===== config.mk =====
export PLATFORM = sky130hd
export DESIGN_NAME = rf_dump_reader
export DESIGN_NICKNAME = d
export VERILOG_FILES = /design/src/rtl/rf_dump_reader.sv
export SDC_FILE = /design/constraint.sdc
export NUM_CORES = 1
export LEC_CHECK = 0
export CAP_MARGIN = 20
export CORE_MARGIN = 2
export CORE_UTILIZATION = 30
export CTS_CLUSTER_SIZE = 28
export DETAILED_ROUTE_END_ITERATION = 8
export PLACE_DENSITY = 0.55
export SLEW_MARGIN = 25
export SYNTH_ARGS = -nofsm -noshare
export SYNTH_HDL_FRONTEND = slang
export SYNTH_SLANG_ARGS = --single-unit
export TNS_END_PERCENT = 20

===== constraint.sdc =====
create_clock -name cpu_clk -period 7 [get_ports cpu_clk]
set_clock_uncertainty 0.1 [all_clocks]
set_input_delay 1.4 -clock cpu_clk [delete_from_list [all_inputs] [get_ports cpu_clk]]
set_output_delay 1.4 -clock cpu_clk [all_outputs]
set_load 0.005 [all_outputs]

===== src/rtl/rf_dump_reader.sv =====
// Register-file dump reader: walks an index range through a spare RF read port
// and streams each word over valid/ready while accumulating a sum checksum.
module rf_dump_reader #(
    parameter int unsigned AW = 5,
    parameter int unsigned DW = 32
) (
    input  logic          cpu_clk,
    input  logic          cpu_rst,
    input  logic          start,
    input  logic [AW-1:0] first_idx,
    input  logic [AW-1:0] last_idx,
    input  logic          abort,
    output logic [AW-1:0] rf_raddr,
    input  logic [DW-1:0] rf_rdata,
    output logic          out_valid,
    input  logic          out_ready,
    output logic [DW-1:0] out_data,
    output logic [AW-1:0] out_idx,
    output logic          out_last,
    output logic          busy,
    output logic          done,
    output logic [DW-1:0] checksum
);

    logic [AW-1:0] ptr;
    logic [AW-1:0] last_q;
    logic          fetch_done;
    logic          handshake_c;
    logic          load_c;

    assign rf_raddr    = ptr;
    assign handshake_c = out_valid && out_ready;
    assign load_c      = busy && !fetch_done && (!out_valid || out_ready);

    // fetch_done stops the pointer from wrapping past index 31 into extra fetches
    always_ff @(posedge cpu_clk or posedge cpu_rst) begin
        if (cpu_rst) begin
            ptr        <= '0;
            last_q     <= '0;
            fetch_done <= 1'b0;
            busy       <= 1'b0;
            done       <= 1'b0;
            out_valid  <= 1'b0;
            out_data   <= '0;
            out_idx    <= '0;
            out_last   <= 1'b0;
            checksum   <= '0;
        end else begin
            done <= 1'b0;
            if (!busy) begin
                if (start) begin
                    ptr      <= first_idx;
                    last_q   <= last_idx;
                    checksum <= '0;
                    if (first_idx <= last_idx) begin
                        busy       <= 1'b1;
                        fetch_done <= 1'b0;
                    end else begin
                        done <= 1'b1;
                    end
                end
            end else if (abort) begin
                out_valid  <= 1'b0;
                busy       <= 1'b0;
                fetch_done <= 1'b1;
            end else begin
                if (handshake_c) begin
                    checksum <= checksum + out_data;
                    if (out_last) begin
                        out_valid <= 1'b0;
                        busy      <= 1'b0;
                        done      <= 1'b1;
                    end else if (!load_c) begin
                        out_valid <= 1'b0;
                    end
                end
                // A load in the same cycle as a handshake refills the output stage
                if (load_c) begin
                    out_data  <= rf_rdata;
                    out_idx   <= ptr;
                    out_last  <= (ptr == last_q);
                    out_valid <= 1'b1;
                    if (ptr == last_q) begin
                        fetch_done <= 1'b1;
                    end else begin
                        ptr <= ptr + AW'(1);
                    end
                end
            end
        end
    end

endmodule


; ---- Yosys cells after proc, flatten, opt, wreduce, memory -nomap -nowiden
; Cells that the tools add are included.
[word_totals]
in_bits = 47
out_inout_bits = 78
register_bits = 84
[classes]
reduce_logical = 15
mux = 30
n_eq_ne = 7
n_lt_le_gt_ge = 1
addsub = 2
bitwise_logic = 2
[op_table]
columns = cell, count
row1 = two-way mux 32 bit, 4
row2 = adder 32 bit, 1
row3 = two-way mux 5 bit, 5
row4 = two-way mux 1 bit, 21
row5 = AND reduction 4 bit, 2
row6 = inequality test 3 x 2 -> 1 bit (second input constant), 2
row7 = AND reduction 3 bit, 2
row8 = adder 5 x 1 -> 5 bit (second input constant), 1
row9 = == test 5 bit, 1
row10 = <= comparator 5 bit, 1
row11 = inequality test 2 x 1 -> 1 bit (second input constant), 2
row12 = inequality test 2 bit (second input constant), 2
row13 = AND reduction 2 bit, 2
row14 = nonzero test 2 bit, 2
row15 = logical AND 1 bit, 3
row16 = nonzero test 3 bit, 1
row17 = zero test 1 bit, 2
row18 = NOT 1 bit, 2
row19 = logical OR 1 bit, 1

; ---- Depth between registers and ports, before layout
; Gate-level depths: netlist of the first run.
[depth]
depth_word = 6
ltp_mapped = 11
mapped_depth_nobuf = 11

; ---- Worst setup path before layout of the first run
; Ideal clock, no wire load.
[synth_timing]
path_kind = input to register
from = input abort
to = register out_data[0]
path_buffers = 2
arrival_time_ns = 2.812
setup_slack_ns = 3.963
setup_ns = 0.125
stages = 5
required_time_ns = 6.775
cell_sequence = nand2b_1 -> nor3_1 -> buf_2 -> buf_1 -> mux2_2
[synth_via]
elab_chain_cells = 2
[synth_lines]
columns = element, line_no
row1 = from (decl), 12  ; input logic abort,
row2 = NOT 1 bit (no line), -
row3 = AND reduction 3 bit (no line), -
row4 = to (signal assigned), 79  ; out_data <= rf_rdata;
row5 = to (decl), 17  ; output logic [DW-1:0] out_data,
; No other way between the ends.
; A chain may end at the register's enable or synchronous reset.

; ---- Worst setup path in the final report of the first run
[layout_timing]
from = input start
to = register ptr[2] (netlist: rf_raddr[2])
[layout_via]
elab_chain_cells = 2
[layout_lines]
columns = element, line_no
row1 = from (decl), 9  ; input logic start,
row2 = nonzero test 2 bit (no line), -
row3 = AND reduction 4 bit (no line), -
row4 = to (signal assigned), 52  ; ptr <= first_idx;
row5 = to (signal assigned), 86  ; ptr <= ptr + AW'(1);
row6 = to (decl), 25  ; logic [AW-1:0] ptr;
; No other way between the ends.

==> out/results.txt, run 1 <==
Via density -> 5.06
RSZ-0062 raised after global routing -> false
DR WL/cell -> 15.8 um
Max Clock Freq -> 0.294 GHz
Async SR Flop Fraction -> 100%
Kind of cell adding the most delay to the critical path -> simple AND/OR/NAND/NOR gates
Clock tree buffer depth -> 2
Pre-antenna DRT Iters -> 6
DRC viols -> 0
Initial core utilization -> 30.5%
Vias -> 4447
Critical path type -> primary input to register
Internal reg-to-reg setup slack -> 3.89 ns
# fillers -> 1653
DRT iter0 DRCs -> 230
Worst Setup Start Kind -> primary input
Worst-Margin Slew -> 0.938 ns
CP required -> 7.13 ns
DIE HEIGHT -> 136 um
Clk slew on worst S/H paths -> 0.06 ns
Gr ovfl total -> 0
Setup TNS Final -> 0 ns
Post-Syn Instances -> 537
Synth Area per Inst -> 9.80 sq um
Clk_lat worst skew -> 0.35 ns
Vias in the first global route -> 4549
Port Buf Inserts -> 124
Total CTS buffers -> 9
CP arrival -> 3.54 ns
Hold Path Class -> register to register
Pwr Density -> 368 nW/um^2
Cell accounting for the most synthesized area -> dfrtp_1
Final Hold Vio Count -> 0
WL final -> 13800 um
Die width -> 136 um
Status -> finished clean
Critical Path Fanout Max -> 45
Core footprint -> 17200 sq um
Lkg Pwr -> 0.00302 uW
I/O pins -> 125
Final setup violation count -> 0
Post-synth EDFFs -> 0
Clk sinks -> 84
Min Tclk post-route -> 3.40 ns
MaxCap Viol Count -> 0
Largest cells by area after synthesis -> dfrtp_1 40%, ha_1 8.8%, mux2_2 8.1%
Nets -> 733
GRT Total Usage -> 15.6%
Root buffer cell -> clkbuf_16
Total setup buffers inserted after CTS -> 0
GPL Wtd Cong -> 0.829
Slew Viols, Final -> 0
CP max stage delay -> 0.67 ns
Ys flop type -> dfrtp_1
Dpl hpwl -> 10000 um
CTS Hold Bufs -> 0
ANT cells -> 0
First-pass GRT wire length -> 22700 um
Dpl cell area -> 6710 sq um
Crit-path cells -> clkdlybuf4s50_1 > nand2b_2 > o21ai_1 > nand3_1 > o21ai_0 > a221o_1
Site Rows -> 48
CP max stage cell -> nand2b_2
Share of layout cells above drive strength 1 -> 11.9%
CTS tree -> yes
Largest net degree at the start of global routing -> 76
Post-synthesis cell type count -> 61
Count leader, synth -> dfrtp_1
Die footprint -> 18600 sq um
Area grow syn2layout -> 33.2%
Ys Warns -> 0
Peak supply drop -> 147 uV
Design Area, Final -> 7010 sq um
Sequential area share after synthesis -> 39.9%
Synth Cell Area -> 5260 sq um
Final Cycle Share -> 48.6%
DRT antenna net count -> 0
CTS H-tree lvls -> 3
Yosys reg bits -> 84
CTS resizes -> 0
Synth top area share -> 39.9%
Rel. slew slack -> 37.5%
Tot Pwr -> 2580 uW
Critical Path Sink Type -> register
Synthesized net count -> 622
Initial antenna violation count -> 0
Most frequent cells after synthesis -> 84 x dfrtp_1, 45 x nand3_1, 43 x o21ai_0, 38 x mux2_2
WP buf/inv -> 1
Post-layout util -> 40.7%
[per-layer routing]
layer	GRT usage [%]	part of all wire [%]	up-vias
li1	-	-	2187
met1	20.8	46	2118
met2	24.6	46	126
met3	4.21	6.2	16
met4	4.86	1.5	0
met5	0	0	-
[area by class of cell]
| type | count | area, sq um | share of cell area (%) |
|---|---|---|---|
| Clock inverter | 7 | 76.3 | 1.09 |
| Sequential cell | 84 | 2100 | 30.0 |
| Clock buffer | 9 | 225 | 3.21 |
| Multi-Input combinational cell | 406 | 2980 | 42.5 |
| Inverter | 20 | 76.3 | 1.09 |
| Tap cell | 225 | 282 | 4.02 |
| Timing Repair Buffer | 127 | 1270 | 18.1 |
[layout by cell type, fill, tap and decap left out, types with 2 or more instances in the layout]
master | netlist | routed
clkdlybuf4s50_1 | 0 | 124
dfrtp_1 | 84 | 84
nand3_1 | 45 | 44
o21ai_0 | 43 | 43
mux2_2 | 38 | 38
a21oi_1 | 37 | 37
ha_1 | 37 | 37
nand2_1 | 35 | 35
inv_1 | 20 | 19
nor2_1 | 17 | 17
a21o_1 | 17 | 17
xnor2_1 | 15 | 15
xor2_1 | 13 | 13
clkbuf_16 | 0 | 9
and3_1 | 8 | 8
mux2i_1 | 7 | 7
a31oi_1 | 6 | 6
o22ai_1 | 6 | 6
o21ai_1 | 6 | 6
nand2b_1 | 6 | 5
o211ai_1 | 5 | 5
o21a_1 | 5 | 5
nor2b_1 | 4 | 4
nor3b_1 | 4 | 4
nor3_1 | 5 | 4
a211oi_1 | 3 | 3
nor4b_1 | 3 | 3
and2_1 | 3 | 3
o31ai_2 | 3 | 3
nand4_2 | 2 | 2
a211o_1 | 2 | 2
a2bb2oi_1 | 2 | 2
nand3b_1 | 2 | 2
a221o_1 | 2 | 2
clkinv_2 | 0 | 2
clkinv_4 | 0 | 2
clkinvlp_4 | 0 | 2
buf_4 | 4 | 2
[per-stage QoR]
step           instances  worst slack [ns]  hold slack [ns]
2_1_floorplan        537              3.33            0.367
5_1_grt              878              3.31            0.419
6_report             878              3.60            0.375
3_3_place_gp         862              3.21            0.372
4_1_cts              878              3.59            0.379
3_5_place_dp         862              3.20            0.370
[final timing paths]
check | startpoint | to | cells past startpoint
max | start | rf_raddr[2] | 6
max reg2reg | out_data[0] | checksum[28] | 11
min in group asynchronous | cpu_rst | out_idx[2] | 2
max in group asynchronous | cpu_rst | out_data[14] | 3
min | checksum[31] | checksum[31] | 1
min reg2reg | checksum[31] | checksum[31] | 1
[registers in the layout (all words and copies together), names as in the netlist]
| signal | flops |
|---|---|
| fetch_done | 1 |
| rf_raddr | 5 |
| out_data | 32 |
| done | 1 |
| busy | 1 |
| last_q | 5 |
| checksum | 32 |
| out_valid | 1 |
| out_idx | 5 |
| out_last | 1 |
[report_power, final]
part           switching, uW  internal, uW  total, uW
combinational            579           686       1270
sequential               173           655        828
clock                    208           278        487
total                    961          1620       2580
[cell families (layout without fill, tap and decap cells)]
kind of cell	after synthesis	after routing	synth area share, %
xor gates and xnor gates	28	28	4.66
adders and majority gates	38	38	9.18
buffers and inverters	47	163	3.66
DFF	84	84	39.9
AOI/OAI and AO/OA	154	154	19.3
and+or+nand+nor	141	141	13.9
muxes	45	45	9.46
No activity file was read; power rests on OpenSTA's default activity.
==> run 2: changes to the inputs <==
Settings changed: PLACE_DENSITY 0.55 to 0.57.
Clock period 7 ns to 2.8 ns, I/O delays scaled along.
==> run 2 against run 1 <==
Effect of this change:
- clock power rose to 2.6 times the previous value
- sequential cell count unchanged
- sequential power up 150%
- die area is the same
- register-to-register slack worse by 3.8 ns
- cell area increased by 4.9%
- largest power group unchanged
==> out/results.txt, run 2 (synthesis gave the netlist of run 1 again) <==
Peak supply drop -> 349 uV (+140%)
Pwr Density -> 928 nW/um^2 (+150%)
Kind of cell adding the most delay to the critical path -> compound AO/OA/AOI/OAI gates
Vias -> 4619 (+3.9%)
Seq pwr share -> 30.3% (-1.8 points)
Clk_lat worst skew -> 0.34 ns (about the same)
R2R depth -> 8 (-3)
DRT iter0 DRCs -> 263 (+14%)
Lkg Pwr -> 0.00319 uW (+5.7%)
Root buffer cell -> clkbuf_16
Die footprint -> 18600 sq um (unchanged)
Clk slew on worst S/H paths -> 0.06 ns (about the same)
WL final -> 14400 um (+4.2%)
Area grow syn2layout -> 39.8%
Highest-count cells in the layout ignoring fill and taps -> 124 x clkdlybuf4s50_1, 84 x dfrtp_1, 44 x nand3_1
Hold endpoint -> checksum[31]
Via density -> 5.10 (+0.77%)
Critical path type -> register to register
Clk sinks -> 84 (unchanged)
RSZ-0062 raised after global routing -> true
CP required -> 2.96 ns (-4.17 ns)
Leading cell type in the layout, fill and taps excluded -> clkdlybuf4s50_1
CP max stage cell -> dfrtp_1
I/O pins -> 125 (unchanged)
CTS tree -> yes
DR WL/cell -> 15.9 um (+1.1%)
Critical Path Fanout Max -> 5 (-89%)
Nets -> 760 (+3.7%)
First-pass GRT wire length -> 23100 um (+1.7%)
Post-layout util -> 42.7% (+2.0 points)
DRC viols -> 0 (unchanged)
Site Rows -> 48 (unchanged)
Worst-Margin Slew -> 0.453 ns (-0.485 ns)
Final Hold Vio Count -> 0 (unchanged)
GPL Wtd Cong -> 0.846 (+2.1%)
R2r startpoint -> out_data[22]
Port Buf Inserts -> 124 (unchanged)
CTS H-tree lvls -> 3 (unchanged)
Min Tclk post-route -> 2.73 ns
Worst Setup Start Kind -> register
Finished Layout Cells -> 905 (+3.1%)
HP Start -> checksum[31]
Hold Path Class -> register to register
Share of layout cells above drive strength 1 -> 17.4% (+5.4 points)
Max Clock Freq -> 0.366 GHz
ANT cells -> 0 (unchanged)
Switch Pwr -> 2510 uW (+160%)
Status -> finished clean
DIE HEIGHT -> 136 um (unchanged)
WP buf/inv -> 0 (-1)
Critical Path Sink Type -> register
CP arrival -> 2.90 ns (-0.64 ns)
Rel. slew slack -> 69.6% (+32 points)
Power share of the clock group -> 18.9% (about the same)
Total CTS buffers -> 9 (unchanged)
Pre-antenna DRT Iters -> 4 (-2)
Largest registers -> checksum x32, out_data x32
Largest net degree at the start of global routing -> 85 (+12%)
GRT Total Usage -> 15.8% (+0.22 points)
Placed Cells -> 888 (+3.0%)
Internal power -> 4320 uW (+170%)
Slew Viols, Final -> 0 (unchanged)
Final Cycle Share -> 97.6%
CP max stage delay -> 0.43 ns (-0.24 ns)
Vias in the first global route -> 4669 (+2.6%)
Initial antenna violation count -> 0 (unchanged)
Comb power frac -> 50.8% (+1.8 points)
Final setup violation count -> 0 (unchanged)
Crit-path cells -> ha_1 > and2_4 > or3b_4 > a2111o_1 > a21oi_2 > o221ai_2 > mux2i_1 > mux2i_1
Core footprint -> 17200 sq um (unchanged)
Initial core utilization -> 30.5% (unchanged)
Gr ovfl total -> 0 (unchanged)
Die width -> 136 um (unchanged)
RR Endpoint -> checksum[31]
Internal reg-to-reg setup slack -> 0.07 ns (-3.82 ns)
Crit-path most repeated cell -> mux2i_1
Switching power as a share of total power -> 36.8% (-0.44 points)
Clock tree buffer depth -> 2 (unchanged)
Hold Crit Depth -> 1 (unchanged)
MaxCap Viol Count -> 0 (unchanged)
DRT antenna net count -> 0 (unchanged)
Dpl hpwl -> 10700 um (+6.8%)
# fillers -> 1645 (-0.48%)
==> run 2: cell types whose count changed in the layout (fill, tap and decap cells not counted), moves of 2 or more <==
| cell | delta |
|---|---|
| a21oi_1 | -5 |
| a21oi_2 | +4 |
| a31oi_1 | -2 |
| buf_12 | +2 |
| buf_4 | +26 |
| o21ai_0 | -3 |
| o21ai_1 | +3 |
| o31ai_2 | -2 |
| o31ai_4 | +2 |
==> run 2: cell type report <==
cell class	instances	area [sq um]	share of cell area, %
tap	225	282	3.83
clock buffer	10	229	3.11
inverter	20	78.8	1.07
sequential	84	2100	28.6
clock inverter	6	87.6	1.19
timing repair buffer	154	1490	20.3
multi-input combinational	406	3090	42.0
==> run 2: worst max-delay path by stage <==
stage | from | to | slack [ns] | cells after the start
global route | checksum[17] | checksum[31] | -0.06 | 8
detailed placement | checksum[0] | checksum[28] | -0.03 | 11
floorplan | out_data[0] | checksum[28] | 0.14 | 11
CTS | out_data[0] | checksum[30] | -0.00005 | 12
finish | out_data[22] | checksum[31] | 0.07 | 8
global placement | out_data[0] | checksum[28] | 0.05 | 11
==> run 2: metal layers <==
layer | GRT usage [%] | wire [um] | vias to the layer above
li1 | - | - | 2254
met1 | 20.3 | 6470 | 2206
met2 | 25.7 | 6890 | 136
met3 | 4.03 | 829 | 23
met4 | 5.61 | 242 | 0
met5 | 0 | 0 | -
==> run 2: stage by stage <==
step / power [uW] / instance area (sq um) / setup WS (ns) / TNS (ns) / hold WS (ns)
floorplan: 3930 / 5270 / 0.137 / 0 / 0.367
global placement: 5410 / 6930 / 0.0487 / 0 / 0.370
detailed placement: 5480 / 6930 / -0.0323 / -0.0323 / 0.378
CTS: 6840 / 7280 / -0.0000508 / -0.0000508 / 0.386
global route: 7330 / 7360 / -0.0554 / -0.0976 / 0.394
finish: 6830 / 7360 / 0.0681 / 0 / 0.378
==> run 2: power groups by stage <==
stage | combinational, uW | sequential, uW | clock (uW)
6_report | 3470 | 2070 | 1290
2_1_floorplan | 1920 | 2010 | 0
3_5_place_dp | 3380 | 2100 | 0
5_1_grt | 3800 | 2140 | 1390
4_1_cts | 3430 | 2080 | 1340
3_3_place_gp | 3340 | 2070 | 0
==> run 2: timing repair <==
action / CTS / global route
hold buffers: 0 / 0
pin swaps: 5 / 3
setup endpoints to repair: 3 / 15
buffers inserted: 1 / 0
resized for setup: 6 / 16
